===== config.mk =====
export PLATFORM = sky130hd
export DESIGN_NAME = scratchpad_ctrl_flat
export DESIGN_NICKNAME = d
export VERILOG_FILES = /design/src/rtl/scratchpad_ctrl_pkg.sv /design/src/rtl/scratchpad_ctrl_if.sv /design/src/rtl/scratchpad_ctrl_rr_arbiter.sv /design/src/rtl/scratchpad_ctrl.sv /design/src/flat_wrapper.sv
export SDC_FILE = /design/constraint.sdc
export NUM_CORES = 1
export LEC_CHECK = 0
export CAP_MARGIN = 10
export CORE_ASPECT_RATIO = 0.75
export CORE_MARGIN = 5
export CORE_UTILIZATION = 45
export CTS_BUF_LIST = sky130_fd_sc_hd__clkbuf_4 sky130_fd_sc_hd__clkbuf_8 sky130_fd_sc_hd__clkbuf_16
export CTS_CLUSTER_DIAMETER = 200
export DETAILED_ROUTE_END_ITERATION = 8
export PLACE_DENSITY = 0.68
export SYNTH_ARGS = -nofsm -noshare
export SYNTH_HDL_FRONTEND = slang
export SYNTH_SLANG_ARGS = --single-unit

===== constraint.sdc =====
create_clock -name CLK -period 12.22 [get_ports CLK]
set_input_delay 2.444 -clock CLK [delete_from_list [all_inputs] [get_ports CLK]]
set_output_delay 2.444 -clock CLK [all_outputs]
set_load 0.005 [all_outputs]

===== src/rtl/scratchpad_ctrl_pkg.sv =====
// Shared opcode encoding, instruction field layout and psum FIFO entry type
// for the scratchpad control hub.
package scratchpad_ctrl_pkg;

  typedef enum logic [1:0] {
    OP_RSVD0 = 2'd0,
    OP_RSVD1 = 2'd1,
    OP_RSVD2 = 2'd2,
    OP_GEMM  = 2'd3
  } opcode_e;

  // Field positions counted down from the instruction MSB.
  localparam int OPCODE_W       = 2;
  localparam int NEW_WEIGHT_OFS = 3;

  typedef enum logic {
    LOAD_IDLE = 1'b0,
    LOAD_BUSY = 1'b1
  } load_state_e;

  // Layout of one psum FIFO entry at the default widths: {row, data}.
  typedef struct packed {
    logic [1:0]  row_s;
    logic [63:0] data;
  } psumoutFIFO_t;

  function automatic logic is_gemm(input logic [OPCODE_W-1:0] opc);
    return opc == OP_GEMM;
  endfunction

endpackage


===== src/rtl/scratchpad_ctrl_if.sv =====
// Bus bundle between the scratchpad controller (slave) and its environment
// (master): instruction, bank-ack, DRAM-load, psum and status signals.
interface scratchpad_ctrl_if #(
  parameter int NUM_BANKS = 4,
  parameter int INSTR_W   = 40,
  parameter int ADDR_W    = 32,
  parameter int PSUM_W    = 64,
  parameter int ROW_W     = 2,
  parameter int MAT_W     = 6
);
  logic                          instr_wen;
  logic [INSTR_W-1:0]            instr_wdata;
  logic                          instr_full;
  logic                          instr_valid;
  logic [INSTR_W-1:0]            instr_head;
  logic                          instr_new;
  logic [NUM_BANKS-1:0]          bank_done;
  logic [MAT_W-1:0]              gemm_mat;
  logic                          new_weight;
  logic [NUM_BANKS-1:0]          load_req;
  logic [NUM_BANKS*ADDR_W-1:0]   load_addr_in;
  logic [NUM_BANKS-1:0]          load_ack;
  logic                          sLoad;
  logic [ADDR_W-1:0]             load_addr;
  logic                          sLoad_hit;
  logic                          psumout_en;
  logic [ROW_W-1:0]              psumout_row;
  logic [PSUM_W-1:0]             psumout_data;
  logic                          psumout_ready;
  logic [NUM_BANKS-1:0]          psum_ren;
  logic                          psum_empty;
  logic [ROW_W+PSUM_W-1:0]       psum_rdata;
  logic [1:0]                    err_overflow;
  logic [15:0]                   stat_retired;
  logic [15:0]                   stat_load_busy;

  modport master (
    output instr_wen, instr_wdata, bank_done, load_req, load_addr_in, sLoad_hit,
           psumout_en, psumout_row, psumout_data, psum_ren,
    input  instr_full, instr_valid, instr_head, instr_new, gemm_mat, new_weight,
           load_ack, sLoad, load_addr, psumout_ready, psum_empty, psum_rdata,
           err_overflow, stat_retired, stat_load_busy
  );

  modport slave (
    input  instr_wen, instr_wdata, bank_done, load_req, load_addr_in, sLoad_hit,
           psumout_en, psumout_row, psumout_data, psum_ren,
    output instr_full, instr_valid, instr_head, instr_new, gemm_mat, new_weight,
           load_ack, sLoad, load_addr, psumout_ready, psum_empty, psum_rdata,
           err_overflow, stat_retired, stat_load_busy
  );
endinterface


===== src/rtl/scratchpad_ctrl_rr_arbiter.sv =====
// Round-robin arbiter: one-hot grant to the first requester strictly after
// the last-granted index, wrapping around.
module scratchpad_ctrl_rr_arbiter #(
  parameter int N = 4,
  localparam int IDX_W = $clog2(N)
) (
  input  logic [N-1:0]     req,
  input  logic [IDX_W-1:0] last,
  output logic [N-1:0]     gnt
);
  logic [N-1:0] hi_mask;
  logic [N-1:0] req_hi;
  logic [N-1:0] pick;

  for (genvar gi = 0; gi < N; gi++) begin : g_mask
    assign hi_mask[gi] = (IDX_W'(gi) > last);
  end

  // Prefer requesters above the pointer; fall back to the lowest index overall.
  assign req_hi = req & hi_mask;
  assign pick   = (|req_hi) ? req_hi : req;
  assign gnt    = pick & (-pick);
endmodule


===== src/rtl/scratchpad_ctrl.sv =====
// Scratchpad control hub: instruction broadcast/retire, round-robin DRAM load
// arbitration and psum output buffering. Optional stats: SCRATCHPAD_CTRL_STATS_EN.
module scratchpad_ctrl
  import scratchpad_ctrl_pkg::*;
#(
  parameter int NUM_BANKS   = 4,
  parameter int INSTR_W     = 40,
  parameter int INSTR_DEPTH = 4,
  parameter int PSUM_DEPTH  = 8,
  parameter int ADDR_W      = 32,
  parameter int PSUM_W      = 64,
  parameter int ROW_W       = 2,
  parameter int MAT_W       = 6
) (
  input logic              CLK,
  input logic              nRST,
  scratchpad_ctrl_if.slave bus
);
  localparam int IPTR_W = $clog2(INSTR_DEPTH);
  localparam int PPTR_W = $clog2(PSUM_DEPTH);
  localparam int IDX_W  = $clog2(NUM_BANKS);
  localparam int PD_W   = ROW_W + PSUM_W;

  // ---------------- instruction FIFO and retire ----------------
  logic [INSTR_W-1:0]   instr_mem [INSTR_DEPTH];
  logic [IPTR_W-1:0]    iw_ptr_reg, ir_ptr_reg;
  logic [IPTR_W:0]      icount_reg, icount_next;
  logic [NUM_BANKS-1:0] mask_reg;
  logic                 instr_new_reg, instr_new_next;
  logic [MAT_W-1:0]     gemm_mat_reg;
  logic                 instr_empty, instr_full_w, instr_push, instr_pop, instr_drop;
  logic [INSTR_W-1:0]   head;
  logic                 head_gemm;

  assign instr_empty    = (icount_reg == '0);
  assign instr_full_w   = (icount_reg == (IPTR_W+1)'(INSTR_DEPTH));
  assign head           = instr_empty ? '0 : instr_mem[ir_ptr_reg];
  assign head_gemm      = is_gemm(head[INSTR_W-1 -: OPCODE_W]);
  assign instr_pop      = !instr_empty && ((mask_reg | bus.bank_done) == '1);
  assign instr_push     = bus.instr_wen && (!instr_full_w || instr_pop);
  assign instr_drop     = bus.instr_wen && !instr_push;
  assign icount_next    = icount_reg + (IPTR_W+1)'(instr_push) - (IPTR_W+1)'(instr_pop);
  // A fresh head shows up after a push into an empty FIFO or a pop that leaves entries.
  assign instr_new_next = (icount_next != '0) && (instr_empty || instr_pop);

  always_ff @(posedge CLK) begin
    if (instr_push) instr_mem[iw_ptr_reg] <= bus.instr_wdata;
  end

  always_ff @(posedge CLK or negedge nRST) begin
    if (!nRST) begin
      iw_ptr_reg    <= '0;
      ir_ptr_reg    <= '0;
      icount_reg    <= '0;
      mask_reg      <= '0;
      instr_new_reg <= 1'b0;
      gemm_mat_reg  <= '0;
    end else begin
      if (instr_push) iw_ptr_reg <= iw_ptr_reg + IPTR_W'(1);
      if (instr_pop)  ir_ptr_reg <= ir_ptr_reg + IPTR_W'(1);
      icount_reg    <= icount_next;
      instr_new_reg <= instr_new_next;
      if (instr_pop)         mask_reg <= '0;
      else if (!instr_empty) mask_reg <= mask_reg | bus.bank_done;
      if (instr_new_reg && head_gemm) gemm_mat_reg <= head[MAT_W-1:0];
    end
  end

  assign bus.instr_full  = instr_full_w;
  assign bus.instr_valid = !instr_empty;
  assign bus.instr_head  = head;
  assign bus.instr_new   = instr_new_reg;
  assign bus.gemm_mat    = gemm_mat_reg;
  assign bus.new_weight  = instr_new_reg && head_gemm && head[INSTR_W-NEW_WEIGHT_OFS];

  // ---------------- DRAM load arbitration ----------------
  load_state_e          state_reg, state_next;
  logic [IDX_W-1:0]     owner_reg, owner_next, rr_reg, rr_next, gnt_idx;
  logic [ADDR_W-1:0]    addr_reg, addr_next;
  logic [NUM_BANKS-1:0] gnt, ack;

  scratchpad_ctrl_rr_arbiter #(.N(NUM_BANKS)) u_arb (
    .req  (bus.load_req),
    .last (rr_reg),
    .gnt  (gnt)
  );

  always_comb begin
    gnt_idx = '0;
    for (int i = 0; i < NUM_BANKS; i++) begin
      if (gnt[i]) gnt_idx = IDX_W'(i);
    end
  end

  always_comb begin
    state_next = state_reg;
    owner_next = owner_reg;
    rr_next    = rr_reg;
    addr_next  = addr_reg;
    ack        = '0;
    case (state_reg)
      LOAD_IDLE: begin
        if (|bus.load_req) begin
          state_next = LOAD_BUSY;
          owner_next = gnt_idx;
          addr_next  = bus.load_addr_in[gnt_idx*ADDR_W +: ADDR_W];
        end
      end
      LOAD_BUSY: begin
        if (bus.sLoad_hit) begin
          ack[owner_reg] = 1'b1;
          rr_next        = owner_reg;
          state_next     = LOAD_IDLE;
        end
      end
      default: state_next = LOAD_IDLE;
    endcase
  end

  always_ff @(posedge CLK or negedge nRST) begin
    if (!nRST) begin
      state_reg <= LOAD_IDLE;
      owner_reg <= '0;
      rr_reg    <= IDX_W'(NUM_BANKS - 1);
      addr_reg  <= '0;
    end else begin
      state_reg <= state_next;
      owner_reg <= owner_next;
      rr_reg    <= rr_next;
      addr_reg  <= addr_next;
    end
  end

  assign bus.load_ack  = ack;
  assign bus.sLoad     = (state_reg == LOAD_BUSY);
  assign bus.load_addr = addr_reg;

  // ---------------- psum output FIFO ----------------
  logic [PD_W-1:0]   psum_mem [PSUM_DEPTH];
  logic [PPTR_W-1:0] pw_ptr_reg, pr_ptr_reg;
  logic [PPTR_W:0]   pcount_reg;
  logic              psum_full, psum_empty_w, psum_wr, psum_rd;
  logic [1:0]        err_reg;

  assign psum_full    = (pcount_reg == (PPTR_W+1)'(PSUM_DEPTH));
  assign psum_empty_w = (pcount_reg == '0);
  assign psum_wr      = bus.psumout_en && !psum_full;
  assign psum_rd      = (|bus.psum_ren) && !psum_empty_w;

  always_ff @(posedge CLK) begin
    if (psum_wr) psum_mem[pw_ptr_reg] <= {bus.psumout_row, bus.psumout_data};
  end

  always_ff @(posedge CLK or negedge nRST) begin
    if (!nRST) begin
      pw_ptr_reg <= '0;
      pr_ptr_reg <= '0;
      pcount_reg <= '0;
      err_reg    <= '0;
    end else begin
      if (psum_wr) pw_ptr_reg <= pw_ptr_reg + PPTR_W'(1);
      if (psum_rd) pr_ptr_reg <= pr_ptr_reg + PPTR_W'(1);
      pcount_reg <= pcount_reg + (PPTR_W+1)'(psum_wr) - (PPTR_W+1)'(psum_rd);
      if (bus.psumout_en && psum_full) err_reg[1] <= 1'b1;
      if (instr_drop)                  err_reg[0] <= 1'b1;
    end
  end

  assign bus.psumout_ready = !psum_full;
  assign bus.psum_empty    = psum_empty_w;
  assign bus.psum_rdata    = psum_empty_w ? '0 : psum_mem[pr_ptr_reg];
  assign bus.err_overflow  = err_reg;

`ifdef SCRATCHPAD_CTRL_STATS_EN
  logic [15:0] retired_reg, busy_cnt_reg;

  always_ff @(posedge CLK or negedge nRST) begin
    if (!nRST) begin
      retired_reg  <= '0;
      busy_cnt_reg <= '0;
    end else begin
      if (instr_pop && retired_reg != 16'hFFFF)                busy_cnt_reg <= busy_cnt_reg;
      if (instr_pop && retired_reg != 16'hFFFF)                retired_reg  <= retired_reg + 16'd1;
      if (state_reg == LOAD_BUSY && busy_cnt_reg != 16'hFFFF)  busy_cnt_reg <= busy_cnt_reg + 16'd1;
    end
  end

  assign bus.stat_retired   = retired_reg;
  assign bus.stat_load_busy = busy_cnt_reg;
`else
  assign bus.stat_retired   = '0;
  assign bus.stat_load_busy = '0;
`endif
endmodule


===== src/flat_wrapper.sv =====
// flat-port wrapper written by rule: the top's interface ports become plain ports
module scratchpad_ctrl_flat import scratchpad_ctrl_pkg::*;
#(
  parameter int NUM_BANKS   = 4,
  parameter int INSTR_W     = 40,
  parameter int INSTR_DEPTH = 4,
  parameter int PSUM_DEPTH  = 8,
  parameter int ADDR_W      = 32,
  parameter int PSUM_W      = 64,
  parameter int ROW_W       = 2,
  parameter int MAT_W       = 6
)
  (CLK, nRST, bus_instr_wen, bus_instr_wdata, bus_bank_done, bus_load_req, bus_load_addr_in, bus_sLoad_hit, bus_psumout_en, bus_psumout_row, bus_psumout_data, bus_psum_ren, bus_instr_full, bus_instr_valid, bus_instr_head, bus_instr_new, bus_gemm_mat, bus_new_weight, bus_load_ack, bus_sLoad, bus_load_addr, bus_psumout_ready, bus_psum_empty, bus_psum_rdata, bus_err_overflow, bus_stat_retired, bus_stat_load_busy);
  scratchpad_ctrl_if #(.NUM_BANKS(NUM_BANKS), .INSTR_W(INSTR_W), .ADDR_W(ADDR_W), .PSUM_W(PSUM_W), .ROW_W(ROW_W), .MAT_W(MAT_W)) bus_i ();
  input logic CLK;
  input logic nRST;
  input wire logic [$bits(bus_i.instr_wen)-1:0] bus_instr_wen;
  input wire logic [$bits(bus_i.instr_wdata)-1:0] bus_instr_wdata;
  input wire logic [$bits(bus_i.bank_done)-1:0] bus_bank_done;
  input wire logic [$bits(bus_i.load_req)-1:0] bus_load_req;
  input wire logic [$bits(bus_i.load_addr_in)-1:0] bus_load_addr_in;
  input wire logic [$bits(bus_i.sLoad_hit)-1:0] bus_sLoad_hit;
  input wire logic [$bits(bus_i.psumout_en)-1:0] bus_psumout_en;
  input wire logic [$bits(bus_i.psumout_row)-1:0] bus_psumout_row;
  input wire logic [$bits(bus_i.psumout_data)-1:0] bus_psumout_data;
  input wire logic [$bits(bus_i.psum_ren)-1:0] bus_psum_ren;
  output wire logic [$bits(bus_i.instr_full)-1:0] bus_instr_full;
  output wire logic [$bits(bus_i.instr_valid)-1:0] bus_instr_valid;
  output wire logic [$bits(bus_i.instr_head)-1:0] bus_instr_head;
  output wire logic [$bits(bus_i.instr_new)-1:0] bus_instr_new;
  output wire logic [$bits(bus_i.gemm_mat)-1:0] bus_gemm_mat;
  output wire logic [$bits(bus_i.new_weight)-1:0] bus_new_weight;
  output wire logic [$bits(bus_i.load_ack)-1:0] bus_load_ack;
  output wire logic [$bits(bus_i.sLoad)-1:0] bus_sLoad;
  output wire logic [$bits(bus_i.load_addr)-1:0] bus_load_addr;
  output wire logic [$bits(bus_i.psumout_ready)-1:0] bus_psumout_ready;
  output wire logic [$bits(bus_i.psum_empty)-1:0] bus_psum_empty;
  output wire logic [$bits(bus_i.psum_rdata)-1:0] bus_psum_rdata;
  output wire logic [$bits(bus_i.err_overflow)-1:0] bus_err_overflow;
  output wire logic [$bits(bus_i.stat_retired)-1:0] bus_stat_retired;
  output wire logic [$bits(bus_i.stat_load_busy)-1:0] bus_stat_load_busy;
  assign bus_i.instr_wen = bus_instr_wen;
  assign bus_i.instr_wdata = bus_instr_wdata;
  assign bus_i.bank_done = bus_bank_done;
  assign bus_i.load_req = bus_load_req;
  assign bus_i.load_addr_in = bus_load_addr_in;
  assign bus_i.sLoad_hit = bus_sLoad_hit;
  assign bus_i.psumout_en = bus_psumout_en;
  assign bus_i.psumout_row = bus_psumout_row;
  assign bus_i.psumout_data = bus_psumout_data;
  assign bus_i.psum_ren = bus_psum_ren;
  assign bus_instr_full = bus_i.instr_full;
  assign bus_instr_valid = bus_i.instr_valid;
  assign bus_instr_head = bus_i.instr_head;
  assign bus_instr_new = bus_i.instr_new;
  assign bus_gemm_mat = bus_i.gemm_mat;
  assign bus_new_weight = bus_i.new_weight;
  assign bus_load_ack = bus_i.load_ack;
  assign bus_sLoad = bus_i.sLoad;
  assign bus_load_addr = bus_i.load_addr;
  assign bus_psumout_ready = bus_i.psumout_ready;
  assign bus_psum_empty = bus_i.psum_empty;
  assign bus_psum_rdata = bus_i.psum_rdata;
  assign bus_err_overflow = bus_i.err_overflow;
  assign bus_stat_retired = bus_i.stat_retired;
  assign bus_stat_load_busy = bus_i.stat_load_busy;
  scratchpad_ctrl #(.NUM_BANKS(NUM_BANKS), .INSTR_W(INSTR_W), .INSTR_DEPTH(INSTR_DEPTH), .PSUM_DEPTH(PSUM_DEPTH), .ADDR_W(ADDR_W), .PSUM_W(PSUM_W), .ROW_W(ROW_W), .MAT_W(MAT_W)) u_core (.CLK(CLK), .nRST(nRST), .bus(bus_i));
endmodule

Word-level counts from Yosys, hierarchy flattened
Memories as Yosys holds them, arrays and structs flattened. Cells that the tools add are included.

$add $sub $neg: 9. Magnitude comparators: 6. Equality and inequality tests: 5. Shift operators: 1. Multiplexer cells: 19. Bitwise gates (word level): 4. Reduce and logical (&&, ||, !) cells: 25.

Operators by type and width (number): 128-bit by 8-bit indexed part select with 32-bit output (1); 66-bit 2-to-1 mux (1); 40-bit 2-to-1 mux (1); 4-bit 2-to-1 mux (5); 4-bit OR reduction (3); 1-bit logical AND (10); 4-bit bitwise AND (2); 4-bit == test (second input constant) (2); 1-bit 2-to-1 mux (8); 3-bit by 1-bit adder with 3-bit output (second input constant) (2); 1-bit logical NOT (5); 2-bit by 1-bit adder with 2-bit output (second input constant) (2); 4-bit by 1-bit adder with 4-bit output (1); 1-bit by 2-bit greater-than comparator with 1-bit output (first input constant) (2); 2-bit greater-than comparator (first input constant) (2); 4-bit logical NOT (1); 2-bit 2-to-1 mux (2); 4-bit negator (1); 4-bit OR (1); 2-bit AND reduction (2); 4-bit by 1-bit subtractor with 4-bit output (1); 3-bit by 1-bit adder with 3-bit output (1); 3-bit == test (second input constant) (1); 3-bit logical NOT (1); 10 further kinds (11).

Bits in registers: 67. Memory bits (writable): 688. Input bits: 251. Output and inout bits: 189. Memories: 2.

Memory list: u_core.psum_mem (words 8, bits a word 66, read ports 1, clocked after Yosys merged registers in 0, wr ports 1, RTL line scratchpad_ctrl.sv:139) `logic [PD_W-1:0] psum_mem [PSUM_DEPTH];`; u_core.instr_mem (words 4, bits a word 40, read ports 1, clocked after Yosys merged registers in 0, wr ports 1, RTL line scratchpad_ctrl.sv:25) `logic [INSTR_W-1:0] instr_mem [INSTR_DEPTH];`.

Depth between registers and ports, before layout
Depth after elaboration: 10. Depth in mapped cells: 11. Depth with buffers taken out: 10.

By module
A second synthesis with hierarchy kept.

Cell total of the unflattened synthesis: 1548. Area total of the unflattened synthesis: 30199.0 µm².

Modules (own cells, without submodules): scratchpad_ctrl (instances 1, cells each 1531, area each 30093.9 µm², sequential area each 22338.9 µm²); scratchpad_ctrl_rr_arbiter (instances 1, cells each 17, area each 105.1 µm², sequential area each 0.0 µm²).

Worst setup path after synthesis
OpenSTA, ideal clock, no wires.

Path kind: input -> register. From: input bus_psumout_en. To: memory u_core.psum_mem[0][0] (netlist bit), enable pin. Data arrival time: 7.381 ns. Setup slack: 4.268 ns. Stages on the path: 4. Path buffers: 1. Cell sequence: and2_1 -> clkbuf_1 -> nand2b_1 -> nor3_1.

Word-level cells in the longest chain between the ends: 3.

RTL lines: start: declaration (RTL line flat_wrapper.sv:23) `input wire logic [$bits(bus_i.psumout_en)-1:0] bus_psumout_en;`; 1-bit logical AND (RTL line scratchpad_ctrl.sv:147) `assign psum_wr = bus.psumout_en && !psum_full;`; named net u_core.psum_wr (RTL line scratchpad_ctrl.sv:142) `logic psum_full, psum_empty_w, psum_wr, psum_rd;`; 1-bit 2-to-1 mux (RTL line scratchpad_ctrl.sv:151) `if (psum_wr) psum_mem[pw_ptr_reg] <= {bus.psumout_row, bus.psumout_data};`; 1-bit 2-to-1 mux (not written as such) (RTL line scratchpad_ctrl.sv:151); end: declaration (RTL line scratchpad_ctrl.sv:139).

The timed path passes the listed nets, and every way through them passes these cells.

Worst setup path after layout
From: register u_core.pr_ptr_reg[0]. To: output bus_psum_rdata[64].

Word-level cells in the longest chain between the ends: 2.

RTL lines: start: declaration (RTL line scratchpad_ctrl.sv:140) `logic [PPTR_W-1:0] pw_ptr_reg, pr_ptr_reg;`; start signal: assignment (RTL line scratchpad_ctrl.sv:162) `if (psum_rd) pr_ptr_reg <= pr_ptr_reg + PPTR_W'(1);`; memory 8 x 66 bit; 66-bit 2-to-1 mux (RTL line scratchpad_ctrl.sv:171) `assign bus.psum_rdata = psum_empty_w ? '0 : psum_mem[pr_ptr_reg];`; end: declaration (RTL line flat_wrapper.sv:38) `output wire logic [$bits(bus_i.psum_rdata)-1:0] bus_psum_rdata;`.

Every way passes these cells.

==> results.toml <==
[layout]
utilization_pct = 56.38
n_fill_cell = 5043
multiInputGateArea_sq_um = 7336
layout-drive-gt1-share_pct = 17.81
final_cell_mix = "688 x edfxtp_1, 406 x clkdlybuf4s50_1, 171 x mux4_2, 112 x nor2_1, 99 x mux2i_1"
final_common_cell = "edfxtp_1"
largest_register_ff_count = 528
nets = 2205
regMostFlops = "u_core.psum_mem"
register_area_sq_um = 22350
area_growth_pct = 24.51

[sta]
setup_viol = 0
hold_violations = 0
fin_skew_ns = 0.01631
tightest_slew_ns = 1.131
slew_headroom_pct = 24.57
fin_crit_sh_pct = 53.19
rsz0062_at_grt = "false"
setup-tns-final_ns = 0
fmax_mhz = 153.9
whs_ns = 0.4758
slew_violations = 0
min_period_ns = 6.500

[critical_path]
critPathLaunchType = "flip-flop"
cp_slowest_cell = "dfrtp_4"
worstReg2RegStart = "u_core.pcount_reg[2]"
cp.arrival_ns = 4.06
critPathMaxStageDelay_ns = 0.96
worst_r2r_path_depth = 8
reg2reg_to = "u_core.psum_mem[0][14]"
cp.required_ns = 9.78
startpoint = "u_core.pr_ptr_reg[0]"
path_delay_family = "buffers and inverters"
cp_num_cells = 5
path_cells = "buf_4 > mux4_2 > mux2i_1 > nor2_1 > clkdlybuf4s50_1"
path_buf_inv = 2
worstSetupPathType = "reg2out"
endpoint = "bus_psum_rdata[64]"
critPathMaxFanout = 54
critPathCaptureType = "output port"
reg2reg_slack_ns = 8.66

[floorplan]
io_pins = 440
core_sq_um = 66690
fp.dieH_um = 234.3
rows = 82
die-area_sq_um = 72440
die_w_um = 309.1
floorplan.initialDensity_pct = 45.28

[min_path]
min_path_type = "reg2reg"
hold_start = "u_core.bus.err_overflow[1]"

[global_route]
grt_pass1_vias = 16410
grt_max_degree = 73
grtUsageTotal_pct = 19.36
grt_pass1_wl_mm = 105.0
antenna_found_initial = 11
globalRouteOverflowTotal = 0

[routing]
route.met2.wl_mm = 35.17
wl_per_cell_um = 24.70
drc = 0
num_vias = 15680
first_pass_iters = 5
via_per_inst = 5.442
met1_length_mm = 30.71
drt.antenna.violating_nets = 0
wl_mm = 71.19
first_iter_violations = 1041
highest_layer = "met5"
dr_wl_met3_mm = 3.509

[placed_design]
dpl.hpwl_mm = 43.19
globalplace.congestion = 0.8979
io_buffer_count = 407

[power_and_ir_drop]
leakage_nw = 12.65
power_density_nw_per_um2 = 235.3
vdd_drop_max_mv = 0.1482

[synthesis]
synthCells = 1514
async_flop_share_pct = 8.874
synth_edf_count = 688
yosysWarnings = 0
ys_seq_area_share_pct = 73.98
synth.distinct_cells = 51
syn-cell-area_sq_um = 30200
synth-seq-cells = 755
avgSynthCellArea_sq_um = 19.94
synthFlopType = "edfxtp_1"

[cts]
cts_buffer_depth = 3
cts_tree = "yes"
clk_pin_slew_ns = 0.06
post_cts_buffers = 0
cts_root_buffer = "clkbuf_16"
ctsHoldBuffers = 0
cts_buffers = 75
numClockSinks = 755
clkLatencyLatePin_ns = 0.60
ctsResizeCount = 0
h-tree-depth = 3

[status]
status = "finished, final reports clean"

[flow_run]
drv_cap = 0
## where the power goes
part	leakage, nW	internal, mW	switching, mW
Sequential	7.02	3.32	0.257
Combinational	4.43	1.62	1.37
Clock	1.20	1.33	0.947
Total	12.7	6.27	2.57
## metal layers
metal	GRT usage (%)	vias up
li1	-	6899
met1	26.86	8221
met2	31.69	433
met3	3.549	122
met4	6.085	8
met5	0	-
## area by class of cell
class | instances | share of cell area, %
Timing Repair Buffer | 435 | 11.39
Sequential cell | 755 | 59.45
Inverter | 17 | 0.1697
Tap cell | 882 | 2.935
Clock inverter | 47 | 1.261
Clock buffer | 85 | 5.238
Multi-Input combinational cell | 654 | 19.51
Antenna cell | 7 | 0.04659
## worst reg2reg max path, stage by stage (launching register included)
cell,delay (ns)
dfrtp_1,0.32
inv_1,0.07
ha_1,0.21
nand2_1,0.07
and2_1,0.38
nand2b_1,0.32
nor3_2,0.66
buf_4,0.32
buf_4,0.71
## cell usage after synthesis (8+ instances only)
| master | n | area [sq um] |
|---|---|---|
| edfxtp_1 | 688 | 20660 |
| nand2_1 | 13 | 48.80 |
| mux2i_1 | 99 | 991.0 |
| dfrtp_1 | 65 | 1627 |
| inv_1 | 16 | 60.06 |
| a211oi_2 | 8 | 100.1 |
| mux4_2 | 171 | 3851 |
| buf_4 | 40 | 300.3 |
| nor2_1 | 120 | 450.4 |
| buf_1 | 8 | 30.03 |
| and2_1 | 44 | 275.3 |
| buf_2 | 27 | 135.1 |
| a211oi_1 | 54 | 405.4 |
| clkbuf_1 | 41 | 153.9 |
| o31a_1 | 31 | 271.5 |
| a21oi_1 | 8 | 40.04 |
| ha_1 | 14 | 175.2 |
## worst min-delay path by stage
stage,endpoint,depth (start not counted)
floorplan,u_core.rr_reg[0],2
global placement,u_core.bus.err_overflow[1],1
global route,u_core.bus.err_overflow[0],1
detailed placement,u_core.bus.err_overflow[0],1
CTS,u_core.bus.err_overflow[0],1
finish,u_core.bus.err_overflow[1],1
## per-stage QoR
stage | cell area (sq um) | cells | worst slack, ns | power [mW]
after floorplan | 30310 | 1545 | 4.268 | 5.252
after global placement | 35140 | 2743 | 5.855 | 6.622
after detailed placement | 35140 | 2743 | 5.888 | 6.681
after CTS | 37580 | 2875 | 5.568 | 8.983
final | 37600 | 2882 | 5.720 | 8.845
after global routing | 37600 | 2882 | 5.361 | 9.307
## cell families after synthesis
kind of cell	count (synthesis)	share of synthesized area, %
flops	755	73.98
mux	280	16.42
simple gates	199	3.050
buf+inv	136	2.374
compound gates	116	3.133
fa+ha+maj	16	0.7127
xor+xnor	11	0.3190
other cells	1	0.01242
Note: power is estimated with default switching activity, not from simulation.
